$ cat config.mk
export PLATFORM = sky130hd
export DESIGN_NAME = adpll_lock_sequencer
export DESIGN_NICKNAME = d
export VERILOG_FILES = /design/src/rtl/adpll_lock_sequencer.sv
export SDC_FILE = /design/constraint.sdc
export NUM_CORES = 1
export LEC_CHECK = 0
export ABC_AREA = 1
export BUFFER_PORTS_ARGS = -buffer_cell sky130_fd_sc_hd__buf_2
export CAP_MARGIN = 5
export CORE_MARGIN = 10
export CORE_UTILIZATION = 30
export CTS_CLUSTER_DIAMETER = 40
export DETAILED_ROUTE_END_ITERATION = 12
export GPL_ROUTABILITY_DRIVEN = 0
export PLACE_DENSITY = 0.41
export RECOVER_POWER = 25
export SLEW_MARGIN = 20
export SYNTH_ARGS = -nofsm -noshare
export SYNTH_HDL_FRONTEND = slang
export SYNTH_SLANG_ARGS = --single-unit
$ cat constraint.sdc
create_clock -name clk -period 2.8 [get_ports clk]
set_input_delay 0.14 -clock clk [delete_from_list [all_inputs] [get_ports clk]]
set_output_delay 0.14 -clock clk [all_outputs]
set_load 0.01 [all_outputs]
$ cat src/rtl/adpll_lock_sequencer.sv
// ADPLL lock-acquisition sequencer: gates/decimates UP/DN corrections and runs a windowed lock detector.
// Define ADPLL_FAST_RELOCK_EN to relock through FINE instead of COARSE after loss of lock.
module adpll_lock_sequencer #(
  parameter int WIN        = 64,
  parameter int LOCK_THR   = 2,
  parameter int LOCK_CNT   = 4,
  parameter int UNLOCK_CNT = 2,
  parameter int FINE_DIV   = 4
) (
  input  logic       clk,
  input  logic       reset,
  input  logic       enable,
  input  logic       UP,
  input  logic       DN,
  output logic       UP_out,
  output logic       DN_out,
  output logic [1:0] state,
  output logic       locked,
  output logic       lock_lost
);

  typedef enum logic [1:0] {
    ST_IDLE   = 2'd0,
    ST_COARSE = 2'd1,
    ST_FINE   = 2'd2,
    ST_LOCKED = 2'd3
  } state_t;

  localparam int WW = $clog2(WIN);
  localparam int NW = WW + 2;
  localparam int GW = $clog2(LOCK_CNT + 1);
  localparam int BW = $clog2(UNLOCK_CNT + 1);
  localparam int DW = (FINE_DIV > 1) ? $clog2(FINE_DIV) : 1;

  localparam logic [WW-1:0]        WIN_LAST  = WW'(WIN - 1);
  localparam logic signed [NW-1:0] THR_POS   = NW'(LOCK_THR);
  localparam logic signed [NW-1:0] THR_NEG   = -THR_POS;
  localparam logic [GW-1:0]        GOOD_DONE = GW'(LOCK_CNT);
  localparam logic [BW-1:0]        BAD_DONE  = BW'(UNLOCK_CNT);
  localparam logic [DW-1:0]        DIV_LAST  = DW'(FINE_DIV - 1);

`ifdef ADPLL_FAST_RELOCK_EN
  localparam state_t RELOCK_ST = ST_FINE;
`else
  localparam state_t RELOCK_ST = ST_COARSE;
`endif

  state_t                state_q, state_d;
  logic [WW-1:0]         win_cnt_q, win_cnt_d;
  logic signed [NW-1:0]  net_q, net_d;
  logic [GW-1:0]         good_cnt_q, good_cnt_d;
  logic [BW-1:0]         bad_cnt_q, bad_cnt_d;
  logic [DW-1:0]         up_div_q, up_div_d;
  logic [DW-1:0]         dn_div_q, dn_div_d;
  logic                  up_out_q, up_out_d;
  logic                  dn_out_q, dn_out_d;
  logic                  locked_q, locked_d;
  logic                  lock_lost_q, lock_lost_d;

  logic                  u, d;
  logic signed [NW-1:0]  net_step;
  logic signed [NW-1:0]  net_sum;
  logic                  win_end;
  logic                  win_good;
  logic [GW-1:0]         good_inc;
  logic [BW-1:0]         bad_inc;

  // Simultaneous UP and DN cancel and count as no event.
  assign u        = UP & ~DN;
  assign d        = DN & ~UP;
  assign net_step = u ? NW'(1) : (d ? {NW{1'b1}} : {NW{1'b0}});
  assign net_sum  = net_q + net_step;
  assign win_end  = (win_cnt_q == WIN_LAST);
  assign win_good = (net_sum <= THR_POS) && (net_sum >= THR_NEG);
  assign good_inc = good_cnt_q + 1'b1;
  assign bad_inc  = bad_cnt_q + 1'b1;

  always_comb begin
    state_d     = state_q;
    win_cnt_d   = win_cnt_q;
    net_d       = net_q;
    good_cnt_d  = good_cnt_q;
    bad_cnt_d   = bad_cnt_q;
    up_div_d    = up_div_q;
    dn_div_d    = dn_div_q;
    up_out_d    = 1'b0;
    dn_out_d    = 1'b0;
    lock_lost_d = 1'b0;

    if (!enable || (state_q == ST_IDLE)) begin
      state_d    = enable ? ST_COARSE : ST_IDLE;
      win_cnt_d  = '0;
      net_d      = '0;
      good_cnt_d = '0;
      bad_cnt_d  = '0;
      up_div_d   = '0;
      dn_div_d   = '0;
    end else begin
      if (state_q == ST_COARSE) begin
        up_out_d = u;
        dn_out_d = d;
      end else begin
        // An opposite-direction event restarts the other side's decimator.
        if (u) begin
          dn_div_d = '0;
          if (up_div_q == DIV_LAST) begin
            up_out_d = 1'b1;
            up_div_d = '0;
          end else begin
            up_div_d = up_div_q + 1'b1;
          end
        end
        if (d) begin
          up_div_d = '0;
          if (dn_div_q == DIV_LAST) begin
            dn_out_d = 1'b1;
            dn_div_d = '0;
          end else begin
            dn_div_d = dn_div_q + 1'b1;
          end
        end
      end

      net_d     = net_sum;
      win_cnt_d = win_cnt_q + 1'b1;

      if (win_end) begin
        net_d     = '0;
        win_cnt_d = '0;
        case (state_q)
          ST_COARSE: begin
            if (win_good) begin
              state_d    = ST_FINE;
              good_cnt_d = '0;
            end
          end
          ST_FINE: begin
            if (win_good) begin
              if (good_inc == GOOD_DONE) begin
                state_d    = ST_LOCKED;
                good_cnt_d = '0;
                bad_cnt_d  = '0;
              end else begin
                good_cnt_d = good_inc;
              end
            end else begin
              state_d    = ST_COARSE;
              good_cnt_d = '0;
            end
          end
          ST_LOCKED: begin
            if (win_good) begin
              bad_cnt_d = '0;
            end else if (bad_inc == BAD_DONE) begin
              state_d     = RELOCK_ST;
              lock_lost_d = 1'b1;
              good_cnt_d  = '0;
              bad_cnt_d   = '0;
            end else begin
              bad_cnt_d = bad_inc;
            end
          end
          default: ;
        endcase
      end

      if (state_d != state_q) begin
        up_div_d = '0;
        dn_div_d = '0;
      end
    end

    locked_d = (state_d == ST_LOCKED);
  end

  always_ff @(posedge clk or posedge reset) begin
    if (reset) begin
      state_q     <= ST_IDLE;
      win_cnt_q   <= '0;
      net_q       <= '0;
      good_cnt_q  <= '0;
      bad_cnt_q   <= '0;
      up_div_q    <= '0;
      dn_div_q    <= '0;
      up_out_q    <= 1'b0;
      dn_out_q    <= 1'b0;
      locked_q    <= 1'b0;
      lock_lost_q <= 1'b0;
    end else begin
      state_q     <= state_d;
      win_cnt_q   <= win_cnt_d;
      net_q       <= net_d;
      good_cnt_q  <= good_cnt_d;
      bad_cnt_q   <= bad_cnt_d;
      up_div_q    <= up_div_d;
      dn_div_q    <= dn_div_d;
      up_out_q    <= up_out_d;
      dn_out_q    <= dn_out_d;
      locked_q    <= locked_d;
      lock_lost_q <= lock_lost_d;
    end
  end

  assign UP_out    = up_out_q;
  assign DN_out    = dn_out_q;
  assign state     = state_q;
  assign locked    = locked_q;
  assign lock_lost = lock_lost_q;

endmodule
==> results of run 1 <==
[per-layer routing]
metal / vias up / routed length (µm)
li1: 950 / -
met1: 815 / 2120
met2: 20 / 2360
met3: 7 / 104
met4: 0 / 101
met5: - / 0
[cell families (layout without fill, tap and decap cells)]
family,after synthesis,after routing,synth area share [%]
buf+inv,44,63,9.20
flops,29,29,35.6
simple gates,187,187,42.4
xor+xnor,3,3,1.29
compound gates,20,20,5.46
fa+ha+maj,10,10,6.13
[worst paths after layout]
path                                             start                   endpoint  slack, ps  cells after the start
max in group asynchronous                        reset         net_q[5]$_DFF_PP0_       1720                      4
worst min-delay path                            enable         state[0]$_DFF_PP0_        180                      3
worst max register to register      net_q[1]$_DFF_PP0_  good_cnt_q[2]$_DFFE_PP0P_        500                     16
min in group asynchronous                        reset     win_cnt_q[0]$_DFF_PP0_        460                      3
worst max-delay path                net_q[1]$_DFF_PP0_  good_cnt_q[2]$_DFFE_PP0P_        500                     16
worst min register to register  win_cnt_q[0]$_DFF_PP0_     win_cnt_q[0]$_DFF_PP0_        460                      1
[sequential cells by signal (all words and copies together), names as in the netlist]
register    flops
bad_cnt_q       2
win_cnt_q       6
DN_out          1
dn_div_q        2
good_cnt_q      3
locked          1
UP_out          1
up_div_q        2
state           2
lock_lost       1
net_q           8
[layout by cell type (no fill, tap or decap), types with 6 or more instances in the layout]
cell type / Yosys / layout
ha_1: 10 / 10
a21oi_1: 6 / 6
dfrtp_1: 29 / 29
nand2_1: 81 / 81
o21ai_0: 10 / 10
buf_2: 1 / 7
inv_2: 6 / 6
nor2_2: 7 / 7
nor2_1: 47 / 47
nand3_1: 26 / 26
nand2_2: 7 / 7
inv_1: 34 / 34
[worst max-delay path, delay by kind of cell, from the launching register on]
family	cells	cell delay (ps)
buffers and inverters	1	50
xor gates and xnor gates	1	240
adders and majority gates	1	180
DFF	1	430
and+or+nand+nor	13	1270
[power by group through the flow]
stage	registers (mW)	logic, mW	clock network [mW]
4_1_cts	0.436	0.171	0.348
3_5_place_dp	0.444	0.169	0
2_1_floorplan	0.443	0.129	0
6_report	0.436	0.167	0.328
5_1_grt	0.437	0.193	0.366
3_3_place_gp	0.444	0.172	0
[cells in the mapped netlist, types with 3 or more instances]
cell	number	area share, %
inv_2	6	1.1
a21oi_1	6	1.5
nand3_2	5	2.5
o21ai_0	10	2.5
dfrtp_1	29	36
nand2_1	81	15
nor2_2	7	2.1
ha_1	10	6.1
nand4_1	3	0.92
nor4_1	3	0.92
nand2_2	7	2.1
inv_1	34	6.3
nor2_1	47	8.6
nand3_1	26	6.4
[area by class of cell]
type	instances	area, µm²
Clock buffer	6	72.6
Clock inverter	2	10.0
Fill cell	719	4230
Inverter	41	156
Multi-Input combinational cell	220	1130
Sequential cell	29	726
Tap cell	77	96.3
Timing Repair Buffer	14	78.8
==> results by group, run 1 <==
Synthesis
  – Most used DFF post-synth: dfrtp_1
  – Syn nets: 308
  – Synth unique cells: 32
  – Yosys reg bits: 29
  – Syn Std Cell Area: 2040 µm²
  – Post-synth EDFFs: 0
  – Synth Area per Inst: 6.96 µm²
  – Synth async-reset ratio: 100%
  – Synth Instances: 293
  – Sequential share of the synthesized area: 35.6%
  – Count of warnings emitted by yosys: 0

Drt
  – Routed vias: 1792
  – WL/cell: 12.0 µm
  – First drt pass iteration count: 4
  – Routed WL: 4680 µm
  – Avg Vias per Cell: 4.61
  – Post-route ant nets: 0
  – Drt drc: 0
  – Initial DRC Count: 54

CTS
  – Clock transition at path regs: 70 ps
  – CTS tree: yes
  – CTS H-tree depth: 2
  – Latest clock arrival within the worst-skew pair: 280 ps
  – Post-CTS setup buffers: 0
  – Root Driver: clkbuf_8
  – CTS Buf Count: 5
  – Clock sink count: 29
  – CTS resizes: 0
  – Clk buf depth: 2
  – Hold-fix buffers at CTS: 1

Global route
  – Grt met1 use: 11.8%
  – Total track usage: 10.2%
  – Met2 Use GR: 17.7%
  – Total gr overflow: 0
  – Vias in the first global route: 1846
  – Initial antenna violation count: 0
  – Grt met3 use: 2.09%
  – Largest net degree at the start of global routing: 16
  – First-pass GRT wire length: 8440 µm
  – Top Usage Layer GRT: met2

Floorplanning
  – I/O pin total: 11
  – Core ar.: 6490 µm²
  – Die footprint: 10500 µm²
  – Placement Rows: 29
  – Starting Density: 31.4%
  – Die Height: 102 µm
  – Die X: 102 µm

Setup path
  – Cell mode on critical path: nand2_1
  – Crit. End Element: flop
  – Crit-path max FO: 7
  – Worst-path cell chain: nor2_1, nor2_2, ha_1, inv_1, nand2_1, xor2_1, and2_1, nand3_2, nor2_4, nand3_4, nand2_4, nor2_2, nand2_1, nand3_1, nand2_1, nand2_1
  – Crit path DAT: 2460 ps
  – Startpoint types: flop
  – CP max stage delay: 430 ps
  – Slowest CP cell: dfrtp_1
  – Critical path required time: 2960 ps
  – Crit path kind: reg2reg

STA
  – Post-Route Setup TNS: 0 ps
  – # setup viols final: 0
  – Fin. max-slew vios: 0
  – Fin crit period: 2300 ps
  – Worst setup margin: 500 ps
  – Clock Skews: 5.62 ps
  – Slew Limit Headroom: 61.9%
  – Slew @ Worst Pin: 572 ps
  – RSZ-0062 raised after global routing: false
  – Crit share post-route: 82.1%
  – Fmax: 0.435 GHz
  – Final hold viol count: 0
  – Hold WS: 180 ps

Final layout
  – Synth-to-layout area growth: 11.1%
  – Fin nets: 326
  – Layout cells sized above 1: 15.7%
  – Post-route cell area: 2270 µm²
  – Final Util: 34.9%
  – Non-Filler Instances: 389
  – Antenna Cells: 0

Place
  – IO buf count: 10
  – DP Area: 2180 µm²
  – Placed cell count: 380
  – Pre-CTS setup slack: 255 ps
  – Dpl hpwl: 3820 µm

Power and ir drop
  – Combinational fraction of design power: 18.0%
  – Clk network pwr share: 35.3%
  – Pwr dens: 411 nW/µm²
  – P_sw: 0.277 mW
  – Leakage: 1.20 nW
  – Peak supply drop: 0.000253 V
  – Part of the power in registers: 46.8%
  – Switching portion of total power: 29.8%
  – Pint: 0.655 mW
  – Tot Pwr: 0.932 mW

Hold path
  – Hold crit path type: in2reg

Run status
  – Status: complete, no violations

Job
  – Max-Cap Viols: 0
Note: power is estimated with default switching activity, not from simulation.
==> run 2, diff against run 1 <==
--- a/config.mk
+++ b/config.mk
@@ -13,7 +13,7 @@
 export CTS_CLUSTER_DIAMETER = 40
 export DETAILED_ROUTE_END_ITERATION = 12
 export GPL_ROUTABILITY_DRIVEN = 0
-export PLACE_DENSITY = 0.41
+export PLACE_DENSITY = 0.43
 export RECOVER_POWER = 25
 export SLEW_MARGIN = 20
 export SYNTH_ARGS = -nofsm -noshare
==> constraint.sdc (replaced) <==
create_clock -name clk -period 1.9 [get_ports clk]
set_input_delay 0.095 -clock clk [delete_from_list [all_inputs] [get_ports clk]]
set_output_delay 0.095 -clock clk [all_outputs]
set_load 0.01 [all_outputs]
==> results by group, run 2 (synthesized netlist as in run 1, its figures left out) <==
STA
  – # setup viols final: 13
  – Crit share post-route: 114%
  – Clock Skews: 6.59 ps
  – Fin crit period: 2160 ps
  – Fin. max-slew vios: 0
  – Worst setup margin: -257 ps
  – Final hold viol count: 0
  – Hold WS: 149 ps
  – Slew @ Worst Pin: 776 ps
  – Fmax: 0.464 GHz
  – RSZ-0062 raised after global routing: true
  – Slew Limit Headroom: 48.2%

Job
  – Max-Cap Viols: 0

Floorplanning
  – Die footprint: 10500 µm²
  – Placement Rows: 29
  – Die Height: 102 µm
  – Core ar.: 6490 µm²
  – Starting Density: 31.4%
  – I/O pin total: 11
  – Die X: 102 µm

Global route
  – Largest net degree at the start of global routing: 30
  – Total track usage: 11.1%
  – Total gr overflow: 0
  – Vias in the first global route: 2054
  – First-pass GRT wire length: 9310 µm
  – Initial antenna violation count: 0

Final layout
  – Commonest cells after routing, fill and taps aside: 74 x nand2_1, 42 x nor2_1, 38 x buf_4
  – Antenna Cells: 0
  – Non-Filler Instances: 424
  – Top Registers: net_q: 8 flops, win_cnt_q: 6 flops, good_cnt_q: 3 flops
  – Max FFs per register: 8
  – Synth-to-layout area growth: 35.7%
  – Most common cell after layout, fill and taps aside: nand2_1
  – Fill cells: 696
  – Top reg by flops: net_q
  – Layout cells sized above 1: 33.1%
  – Fin nets: 361

Setup path
  – Delay-heaviest family, CP: simple AND/OR/NAND/NOR gates
  – Slowest CP cell: dfrtp_2
  – Crit path launch: net_q[1]$_DFF_PP0_
  – CP max stage delay: 440 ps
  – Critical path buffer and inverter count: 2
  – Crit path kind: reg2reg
  – Critical path required time: 2060 ps
  – Startpoint types: flop
  – Crit path DAT: 2320 ps
  – Crit Reg-Reg Startpoint: net_q[1]$_DFF_PP0_
  – Crit. End Element: flop
  – Crit-path max FO: 7
  – Worst-path cell chain: nand2_4, inv_2, nor2_4, ha_4, inv_2, nand2_4, nand3_4, nand2_2, nand2_1, nand2_2, nand3_2, nor2_4, nand3_4, nand2_8, nand2_1, nor2_1, nor2_1, nand2_2, nor2_1

CTS
  – Clk buf depth: 2
  – CTS H-tree depth: 2
  – Clock transition at path regs: 70 ps
  – Latest clock arrival within the worst-skew pair: 280 ps
  – Clock sink count: 29
  – Post-CTS setup buffers: 0
  – CTS tree: yes
  – CTS Buf Count: 5
  – Root Driver: clkbuf_8

Power and ir drop
  – Leakage: 1.43 nW
  – Pwr dens: 603 nW/µm²
  – Tot Pwr: 1.67 mW
  – Peak supply drop: 0.000291 V

Run status
  – Failing checks: negative setup slack
  – Status: complete, but fails checks

Drt
  – Routed vias: 1977
  – Avg Vias per Cell: 4.66
  – Routed WL: 5200 µm
  – Post-route ant nets: 0
  – Initial DRC Count: 66
  – WL/cell: 12.3 µm
  – First drt pass iteration count: 4
  – Drt drc: 0

Hold path
  – Hold crit path type: in2reg
  – Hold_sp: enable

Place
  – IO buf count: 10
  – Dpl hpwl: 4050 µm
  – Pre-CTS setup slack: -531 ps
  – Placed cell count: 415
==> run 2: changes by cell type in the layout (fill, tap and decap cells not counted), moves of 4 or more <==
cell,delta
buf_4,+35
nand3_1,-6
nor2_1,-5
nand2_1,-7
nand2_2,+4
==> run 2: path summary, 6_finish.rpt <==
path / cells past startpoint / slack, ps / end
max: 19 / -260 / dn_div_q[0]$_DFFE_PP0P_
max in group asynchronous: 4 / 790 / net_q[1]$_DFF_PP0_
min: 3 / 150 / lock_lost$_DFF_PP0_
min in group asynchronous: 4 / 580 / win_cnt_q[0]$_DFF_PP0_
min reg2reg: 1 / 470 / win_cnt_q[0]$_DFF_PP0_
max reg2reg: 19 / -260 / dn_div_q[0]$_DFFE_PP0P_
==> run 2: tightest hold or removal path, cell delays in order <==
cell,delay (ps)
buf_2,150
inv_1,90
nor4_2,50
==> run 2: timing repair <==
| action | 4_1_cts | 5_1_grt |
|---|---|---|
| hold buffers | 1 | 0 |
| hold endpoints to repair | 29 | 0 |
| cloned | 0 | 0 |
| endpoints found under the setup margin | 13 | 24 |
| gates resized for setup | 20 | 10 |
| pin swaps | 11 | 6 |
==> run 2: power breakdown <==
group | switching [mW] | leakage [nW] | internal, mW | total (mW)
Clock | 0.243 | 0.0585 | 0.427 | 0.671
Combinational | 0.207 | 0.972 | 0.150 | 0.356
Sequential | 0.0123 | 0.399 | 0.631 | 0.644
Total | 0.462 | 1.43 | 1.21 | 1.67
==> run 2: through the flow <==
stage,TNS [ps],area (µm²),util [%]
finish,-2670,2770,42.6
global route,-5510,2770,42.6
floorplan,-2480,2100,-
CTS,-2800,2720,41.8
global placement,-5950,2500,38.4
detailed placement,-6340,2500,38.4
==> run 2: layer usage <==
layer	GRT usage, %	vias to the layer above	part of all wire, %
li1	-	1030	-
met1	12.9	926	44
met2	19.6	17	53
met3	2.50	4	2.1
met4	3.80	0	0.98
met5	0	-	0
==> run 2: area by class of cell <==
| class | instances | area [µm²] | share of cell area, % |
|---|---|---|---|
| clock buffers | 7 | 86.3 | 3.12 |
| well taps | 77 | 96.3 | 3.48 |
| clock inverters | 1 | 30.0 | 1.08 |
| inverters | 41 | 169 | 6.10 |
| repair buffers | 49 | 345 | 12.5 |
| flip-flops and latches | 29 | 727 | 26.3 |
| multi-input cells | 220 | 1320 | 47.5 |
==> run 3, diff against run 2 <==
--- a/config.mk
+++ b/config.mk
@@ -9,11 +9,11 @@
 export BUFFER_PORTS_ARGS = -buffer_cell sky130_fd_sc_hd__buf_2
 export CAP_MARGIN = 5
 export CORE_MARGIN = 10
-export CORE_UTILIZATION = 30
+export CORE_UTILIZATION = 40
 export CTS_CLUSTER_DIAMETER = 40
 export DETAILED_ROUTE_END_ITERATION = 12
 export GPL_ROUTABILITY_DRIVEN = 0
-export PLACE_DENSITY = 0.43
+export PLACE_DENSITY = 0.54
 export RECOVER_POWER = 25
 export SLEW_MARGIN = 20
 export SYNTH_ARGS = -nofsm -noshare
==> results by group, run 3 (synthesized netlist as in run 1, its figures left out) <==
Final layout
  – Max FFs per register: 8
  – Multi-input gate area: 1340 µm²
  – Synth-to-layout area growth: 36.0%
  – Antenna Cells: 0
  – Fill cells: 455
  – Post-route cell area: 2780 µm²
  – Final Util: 57.2%
  – Top Registers: net_q: 8 flops, win_cnt_q: 6 flops, good_cnt_q: 3 flops
  – Non-Filler Instances: 413
  – Top reg by flops: net_q
  – Layout cells sized above 1: 34.1%
  – Commonest cells after routing, fill and taps aside: 71 x nand2_1, 41 x nor2_1, 36 x buf_4
  – Sequential cell area: 727 µm²
  – Fin nets: 360
  – Most common cell after layout, fill and taps aside: nand2_1

STA
  – Slew Limit Headroom: 52.0%
  – RSZ-0062 raised after global routing: true
  – Clock Skews: 5.20 ps
  – Fmax: 0.456 GHz
  – Hold WS: 154 ps
  – Worst setup margin: -291 ps
  – Crit share post-route: 115%
  – Final hold viol count: 0
  – Fin. max-slew vios: 0
  – Slew @ Worst Pin: 720 ps
  – Fin crit period: 2190 ps
  – # setup viols final: 13

Power and ir drop
  – Switching portion of total power: 28.1%
  – Peak supply drop: 0.000476 V
  – P_sw: 0.475 mW
  – Part of the power in registers: 38.1%
  – Pint: 1.21 mW
  – Leakage: 1.44 nW
  – Clk network pwr share: 40.2%
  – Combinational fraction of design power: 21.7%
  – Pwr dens: 609 nW/µm²

CTS
  – Clock sink count: 29
  – Root Driver: clkbuf_8
  – CTS Buf Count: 5
  – Clk buf depth: 2
  – CTS H-tree depth: 2
  – CTS tree: yes
  – Latest clock arrival within the worst-skew pair: 280 ps
  – Clock transition at path regs: 70 ps

Drt
  – First drt pass iteration count: 4
  – WL/cell: 12.1 µm
  – Avg Vias per Cell: 4.68
  – Drt drc: 0
  – Routed WL: 4990 µm
  – Routed vias: 1931
  – Post-route ant nets: 0
  – Initial DRC Count: 92

Global route
  – Vias in the first global route: 1832
  – Largest net degree at the start of global routing: 30
  – Total track usage: 12.0%
  – Initial antenna violation count: 0
  – Total gr overflow: 0
  – First-pass GRT wire length: 8410 µm

Run status
  – Failing checks: negative setup slack
  – Status: complete, but fails checks

Floorplanning
  – Die Height: 91.4 µm
  – Core ar.: 4850 µm²
  – Die footprint: 8360 µm²
  – I/O pin total: 11
  – Starting Density: 42.1%
  – Placement Rows: 25
  – Die X: 91.4 µm

Setup path
  – R2r setup slk: -290 ps
  – Critical path required time: 2120 ps
  – Startpoint types: flop
  – Reg2Reg Capture Point: good_cnt_q[1]$_DFFE_PP0P_
  – R2R depth: 16
  – Crit. End Element: flop
  – Crit path kind: reg2reg
  – Crit path DAT: 2410 ps
  – Crit Reg-Reg Startpoint: net_q[1]$_DFF_PP0_
  – Crit-path max FO: 7

Place
  – DP Area: 2450 µm²
  – Dpl hpwl: 3750 µm
  – IO buf count: 10
  – Pre-CTS setup slack: -488 ps
  – Placed cell count: 401

Hold path
  – Hold_sp: enable
  – Hold crit path type: in2reg
  – Hold Path End: state[0]$_DFF_PP0_
  – Hold path cells: 3

Job
  – Max-Cap Viols: 0
==> run 3: changes by cell type in the layout (fill, tap and decap cells not counted), moves of 2 or more <==
| cell | change |
|---|---|
| nand2_2 | +3 |
| nand3_4 | +2 |
| nand3_2 | -3 |
| nand2_1 | -3 |
| buf_4 | -2 |
==> run 3: layer usage <==
layer / vias to the layer above / GRT usage, % / part of all wire (%)
met5: - / 0 / 0
met2: 25 / 19.0 / 47
met3: 10 / 3.29 / 3.5
li1: 1025 / - / -
met4: 0 / 4.57 / 2.0
met1: 871 / 15.1 / 47
==> run 3: how the worst max path moves through the flow <==
| stage | start | endpoint | slack, ps | cells after the start |
|---|---|---|---|---|
| final | net_q[1]$_DFF_PP0_ | good_cnt_q[1]$_DFFE_PP0P_ | -290 | 16 |
| after detailed placement | UP | good_cnt_q[1]$_DFFE_PP0P_ | -490 | 18 |
| after global routing | net_q[1]$_DFF_PP0_ | good_cnt_q[1]$_DFFE_PP0P_ | -450 | 16 |
| after global placement | UP | up_div_q[1]$_DFFE_PP0P_ | -440 | 19 |
| after floorplan | UP | dn_div_q[1]$_DFFE_PP0P_ | -240 | 21 |
| after CTS | net_q[1]$_DFF_PP0_ | good_cnt_q[1]$_DFFE_PP0P_ | -240 | 16 |
==> run 3: stage by stage <==
stage	power, mW	setup TNS [ps]
floorplan	0.853	-2480
global placement	0.972	-5230
detailed placement	0.972	-5880
CTS	1.66	-2700
global route	1.79	-5300
finish	1.69	-3200
==> run 3: power groups by stage <==
| stage | combinational, mW | clock, mW | sequential (mW) |
|---|---|---|---|
| detailed placement | 0.317 | 0 | 0.655 |
| finish | 0.367 | 0.678 | 0.643 |
| global placement | 0.317 | 0 | 0.655 |
| CTS | 0.327 | 0.694 | 0.643 |
| global route | 0.410 | 0.736 | 0.645 |
| floorplan | 0.199 | 0 | 0.654 |
==> run 3: timing repair <==
action                                  CTS  global route
gates resized for setup                   6            29
hold buffers                              1             0
endpoints found under the setup margin   13            24
buffers inserted                          1             2
hold endpoints to repair                 29             0
pin swaps                                 6            22
==> run 3: layout make-up <==
type,count,share of cell area [%]
multi-input cells,220,48.3
flip-flops and latches,29,26.2
repair buffers,48,12.1
inverters,41,6.09
well taps,67,3.02
clock buffers,6,2.98
clock inverters,2,1.35
==> run 3: critical path, stage by stage, from the launching register on <==
cell,delay [ps]
dfrtp_2,450
nand2_4,80
inv_2,40
nor2_4,70
ha_2,170
inv_2,40
nand2_4,90
xor2_4,180
and2_4,170
nand3_4,80
nor2_4,120
nand3_4,110
nand2_8,110
nand3_2,90
nor2_2,150
nand3_2,80
nand2_1,70
